### config.mk
export PLATFORM = sky130hd
export DESIGN_NAME = fp_norm_round
export DESIGN_NICKNAME = d
export VERILOG_FILES = /design/src/rtl/fp_pkg.sv /design/src/rtl/fp_round_rne.sv /design/src/rtl/fp_norm_round.sv
export SDC_FILE = /design/constraint.sdc
export NUM_CORES = 1
export LEC_CHECK = 0
export ABC_AREA = 1
export BUFFER_PORTS_ARGS = -buffer_cell sky130_fd_sc_hd__buf_2
export CAP_MARGIN = 10
export CORE_MARGIN = 2
export CORE_UTILIZATION = 50
export DETAILED_ROUTE_END_ITERATION = 12
export HOLD_SLACK_MARGIN = 0.03
export PLACE_DENSITY = 0.78
export SYNTH_ARGS = -nofsm -noshare
export SYNTH_HDL_FRONTEND = slang
export SYNTH_SLANG_ARGS = --single-unit
### constraint.sdc
create_clock -name clk -period 5 [get_ports clk]
set_input_delay 1 -clock clk [delete_from_list [all_inputs] [get_ports clk]]
set_output_delay 1 -clock clk [all_outputs]
set_load 0.05 [all_outputs]
### src/rtl/fp_pkg.sv
// Shared widths, FSM states and IEEE-754 packing helper for the FP adder back end.
package fp_pkg;

  localparam int unsigned EXP_W   = 8;
  localparam int unsigned MAN_W   = 23;
  localparam int unsigned SUM_W   = MAN_W + 5;
  localparam int unsigned BIAS    = 127;
  localparam int unsigned EXP_MAX = 255;
  localparam int unsigned E_W     = 10;

  typedef enum logic [1:0] {
    IDLE,
    NORM,
    ROUND,
    DONE
  } state_t;

  function automatic logic [31:0] pack_fp(input logic             sign,
                                          input logic [EXP_W-1:0] exp,
                                          input logic [MAN_W-1:0] frac);
    return {sign, exp, frac};
  endfunction

endpackage

### src/rtl/fp_round_rne.sv
// Round-to-nearest-even of a 27-bit normalized significand {hidden, frac, G, R, S}.
module fp_round_rne
  import fp_pkg::*;
(
  input  logic [MAN_W+3:0] m,
  output logic [MAN_W+1:0] r,
  output logic             inexact
);

  logic lsb, grd, rnd, stk, inc;

  assign lsb     = m[3];
  assign grd     = m[2];
  assign rnd     = m[1];
  assign stk     = m[0];
  assign inc     = grd & (lsb | rnd | stk);
  assign inexact = grd | rnd | stk;

  // r[MAN_W+1] catches the carry out of an all-ones significand
  assign r = {1'b0, m[MAN_W+3:3]} + (MAN_W+2)'(inc);

endmodule

### src/rtl/fp_norm_round.sv
// Iterative normalize (one bit per cycle), round-to-nearest-even and pack stage
// of the single-precision adder, with valid/ready on both sides.
module fp_norm_round
  import fp_pkg::*;
(
  input  logic             clk,
  input  logic             rst,
  input  logic             in_valid,
  output logic             in_ready,
  input  logic             in_sign,
  input  logic [EXP_W-1:0] in_exp,
  input  logic [SUM_W-1:0] in_sum,
  output logic             out_valid,
  input  logic             out_ready,
  output logic [31:0]      out_result,
  output logic             out_inexact,
  output logic             out_overflow,
  output logic             out_underflow,
  output logic             out_zero
);

  localparam logic signed [E_W-1:0] E_ONE   = E_W'(1);
  localparam logic signed [E_W-1:0] E_MAX_S = E_W'(EXP_MAX);

  state_t                state;
  logic [SUM_W-2:0]      m_q;
  logic signed [E_W-1:0] e_q;
  logic                  sign_q;
  logic                  zero_q;

  logic signed [E_W-1:0] e_in;
  logic signed [E_W-1:0] e_rnd;
  logic [MAN_W+1:0]      r;
  logic [MAN_W:0]        r_n;
  logic                  inexact;

  fp_round_rne u_round (
    .m       (m_q),
    .r       (r),
    .inexact (inexact)
  );

  // A zero exponent field is treated as the minimum normal exponent
  assign e_in  = (in_exp == '0) ? E_ONE : E_W'(in_exp);
  assign r_n   = r[MAN_W+1] ? r[MAN_W+1:1] : r[MAN_W:0];
  assign e_rnd = r[MAN_W+1] ? e_q + E_ONE : e_q;

  always_ff @(posedge clk or posedge rst) begin
    if (rst) begin
      state         <= IDLE;
      m_q           <= '0;
      e_q           <= '0;
      sign_q        <= 1'b0;
      zero_q        <= 1'b0;
      in_ready      <= 1'b1;
      out_valid     <= 1'b0;
      out_result    <= '0;
      out_inexact   <= 1'b0;
      out_overflow  <= 1'b0;
      out_underflow <= 1'b0;
      out_zero      <= 1'b0;
    end else begin
      case (state)
        IDLE: begin
          if (in_valid) begin
            in_ready <= 1'b0;
            sign_q   <= in_sign;
            zero_q   <= (in_sum == '0);
            if (in_sum == '0) begin
              // Zero skips normalization; packing happens in ROUND
              m_q   <= '0;
              e_q   <= e_in;
              state <= ROUND;
            end else if (in_sum[SUM_W-1]) begin
              m_q   <= {in_sum[SUM_W-1:2], in_sum[1] | in_sum[0]};
              e_q   <= e_in + E_ONE;
              state <= NORM;
            end else begin
              m_q   <= in_sum[SUM_W-2:0];
              e_q   <= e_in;
              state <= NORM;
            end
          end
        end

        NORM: begin
          if (m_q[SUM_W-2] || (e_q == E_ONE)) begin
            state <= ROUND;
          end else begin
            m_q <= {m_q[SUM_W-3:0], 1'b0};
            e_q <= e_q - E_ONE;
          end
        end

        ROUND: begin
          out_valid <= 1'b1;
          state     <= DONE;
          if (zero_q) begin
            out_result    <= pack_fp(sign_q, '0, '0);
            out_zero      <= 1'b1;
            out_inexact   <= 1'b0;
            out_overflow  <= 1'b0;
            out_underflow <= 1'b0;
          end else if (e_rnd >= E_MAX_S) begin
            out_result    <= pack_fp(sign_q, '1, '0);
            out_zero      <= 1'b0;
            out_inexact   <= inexact;
            out_overflow  <= 1'b1;
            out_underflow <= 1'b0;
          end else begin
            // Subnormals (hidden bit clear) pack with a zero exponent field
            out_result    <= pack_fp(sign_q, r_n[MAN_W] ? e_rnd[EXP_W-1:0] : '0,
                                     r_n[MAN_W-1:0]);
            out_zero      <= 1'b0;
            out_inexact   <= inexact;
            out_overflow  <= 1'b0;
            out_underflow <= ~r_n[MAN_W] & inexact;
          end
        end

        DONE: begin
          if (out_ready) begin
            out_valid <= 1'b0;
            in_ready  <= 1'b1;
            state     <= IDLE;
          end
        end

        default: state <= IDLE;
      endcase
    end
  end

endmodule

==> impl_metrics.csv <==
group,metric,value,unit
detailed_routing,drtAntennaViolNets,0,
timing,slew_headroom,26.91,%
critical_path,cp-end-kind,"flop",
detailed_routing,firstDrtPassIters,5,
clocking,cts_tree,"yes",
yosys,seq_area_frac_synth,37.41,%
placement,dpl.hpwl,9661,um
pwr,power_density,675.4,nW/um^2
timing,fmax,311.2,MHz
detailed_routing,via_count,5102,
yosys,synth_edf_count,0,
clocking,clock_path_buffers,2,
global_route,grt_pass1_vias,4548,
pwr,ir_drop,0.0003831,V
critical_path,cp_cell_sequence,"nand2_1 -> inv_1 -> ha_1 -> nand3_1 -> nor3_2 -> nand2_4 -> inv_1 -> nand2_1 -> o21ai_0 -> inv_1 -> nand2_1 -> nand2_2 -> nand2_1 -> nand2_1",
detailed_routing,drc_errors,0,
die,die_x,106.8,um
global_route,grtUsageTotal,23.78,%
yosys,yosys.area.top_type,"dfrtp_1",
detailed_routing,drtIter0Drc,359,
critical_path,r2r_cells,14,
critical_path,required,5.24,ns
layout,layout_commonest_cell,"nand2_1",
pwr,fin_total_pwr,3.996,mW
critical_path,max_stage_delay,0.64,ns
timing,final.period_utilization,64.27,%
placement,dp.cells,954,
timing,rsz0062_at_grt,"false",
die,row_count,37,
yosys,yosysWarnings,0,
pwr,leakagePower,3.122,nW
clocking,cts_setup_buffers,0,
clocking,cts_root_buf,"clkbuf_8",
hold_path,worstHoldPathCells,2,
yosys,syn_area,5288,sq um
critical_path,reg2reg_from,"m_q[2]$_DFFE_PP0P_",
critical_path,r2r_end,"out_result[14]$_DFFE_PP0P_",
timing,fin_setup_tns,0,ns
layout,fin_cells,970,
timing,whs,0.4822,ns
layout,num-nets-final,878,
yosys,yosysTopAreaCellShare,36.91,%
yosys,async_flop_share,100.0,%
critical_path,slowest_stage,"nor3_2",
yosys,synth_ff_type,"dfrtp_1",
hold_path,hp-class,"flop to flop",
clocking,cts_resized,0,
placement,gp_congestion,0.9539,
die,start_util,51.45,%
yosys,yosysUniqueCellTypes,43,
yosys,synth_nets,818,
detailed_routing,wirelength,12900,um
clocking,clk_pin_slew,0.09,ns
detailed_routing,avgViaCountPerCell,5.260,
yosys,ys_ff_latch,79,
layout,most-common-layout-cells,"219 x nand2_1, 81 x inv_1, 78 x dfrtp_1, 78 x buf_2, 68 x o21ai_0",
global_route,grt_max_degree,53,
timing,final_hold_viol_count,0,
critical_path,rrSetupSlack,1.79,ns
timing,worst_pin_slew,1.095,ns
timing,setup_viol,0,
critical_path,crit_path_end,"out_result[14]$_DFFE_PP0P_",
timing,drv_slew,0,
detailed_routing,wl_per_cell,13.30,um
critical_path,cp_num_buf_inv,3,
clocking,numCtsBuffers,9,
layout,diodes,0,
global_route,grt_overflow,0,
critical_path,cp.arrival,3.45,ns
layout,drive_gt1_share,15.11,%
die,core_area,10280,sq um
clocking,holdBufCountCts,0,
clocking,cts_max_level,3,
clocking,cts_sinks,79,
die,boundaryPins,79,
run_status,outcome,"finished clean",
clocking,clk_latency,0.36,ns
critical_path,crit_family,"simple AND/OR/NAND/NOR gates",
layout,fillers,1046,
timing,fin_skew,0.01389,ns
layout,area_growth,11.88,%
die,die_area,11410,sq um
timing,min_period,3.213,ns
global_route,antenna_found_initial,0,
critical_path,cp-startpoint,"m_q[2]$_DFFE_PP0P_",
critical_path,cp-start-kind,"flop",
job,maxCapViolCount,0,
critical_path,crit_type,"flop to flop",
critical_path,path_depth,14,
yosys,synth_area_leaders,"dfrtp_1 37%, nand2_1 16%, o21ai_0 6.4%",
critical_path,crit_fanout,25,
yosys,synthCells,769,
die,die_h,106.8,um
global_route,grt_pass1_wl,21900,um
placement,port_buffers,78,
critical_path,crit_top_cell,"nand2_1",
yosys,postSynthAreaPerCell,6.876,sq um
cell type report:
type	instances	area, sq um	area share [%]
Multi-Input combinational cell	573	2841	48.03
Sequential cell	79	1978	33.44
Timing Repair Buffer	82	420.4	7.107
Inverter	84	315.3	5.330
Tap cell	136	170.2	2.876
Clock buffer	11	131.4	2.221
Clock inverter	5	58.81	0.9941
cells in the mapped netlist, types with 2 or more instances:
library cell	n
a31oi_1	5
a21oi_1	62
xor2_1	16
nand2_1	219
nand4_1	15
nor2_1	58
xnor2_1	2
o21ai_0	68
o31ai_1	3
inv_1	82
nand2_2	15
o22ai_1	4
nor2_2	2
buf_2	2
o211ai_1	6
or2_2	3
nor4_1	9
a21boi_0	8
nand3_1	39
nor3_1	15
clkbuf_1	26
dfrtp_1	78
buf_6	3
ha_1	8
a22oi_1	3
metrics by stage:
stage | worst slack (ns) | cell area, sq um | utilization, %
floorplan | 1.978 | 5288 | -
global placement | 1.829 | 5725 | 55.71
detailed placement | 1.777 | 5725 | 55.71
CTS | 1.779 | 5916 | 57.56
global route | 1.420 | 5916 | 57.56
finish | 1.787 | 5916 | 57.56
sequential cells by signal, indices dropped and copies added, names as in the netlist:
name           cells
out_underflow      1
out_valid          1
state              2
sign_q             1
m_q               27
out_inexact        1
out_result        32
in_ready           1
e_q               10
out_overflow       1
zero_q             1
out_zero           1
kinds of logic (layout without fill, tap and decap cells):
logic type	after synthesis	count (layout)	synth area share, %
flops	79	79	37.41
xor+xnor	19	19	3.289
buf+inv	117	182	8.850
mux	1	1	0.2130
fa+ha+maj	8	8	1.893
compound gates	162	162	16.59
simple gates	383	383	31.76
worst min path at each step:
stage | start | end | slack (ns)
2_1_floorplan | sign_q$_DFFE_PP0P_ | out_result[31]$_DFFE_PP0P_ | 0.44
6_report | out_result[14]$_DFFE_PP0P_ | out_result[14]$_DFFE_PP0P_ | 0.48
4_1_cts | out_result[22]$_DFFE_PP0P_ | out_result[22]$_DFFE_PP0P_ | 0.48
3_5_place_dp | out_result[22]$_DFFE_PP0P_ | out_result[22]$_DFFE_PP0P_ | 0.46
5_1_grt | out_result[10]$_DFFE_PP0P_ | out_result[10]$_DFFE_PP0P_ | 0.51
3_3_place_gp | out_inexact$_DFFE_PP0P_ | out_inexact$_DFFE_PP0P_ | 0.46
layer usage:
metal	part of all wire (%)	global-route usage, %	wire length (um)	vias to the layer above
li1	-	-	-	2640
met1	51	37.45	6602	2292
met2	42	33.80	5420	156
met3	5.7	3.708	732	14
met4	1.1	6.215	147	0
met5	0	0	0	-
worst reg2reg max path: cells and delay by family (launching register included):
kind                     cells  cell delay, ns
AND/OR/NAND/NOR              9            1.88
buffers and inverters        3            0.51
adder cells (fa/ha/maj)      1            0.22
AO/OA/AOI/OAI                1            0.07
flip-flops                   1            0.41
report_power, final:
group	internal (mW)	switching, mW
registers	0.945	0.286
clock network	0.231	0.242
logic	0.660	1.63
Power figures use the tool's default switching activity.
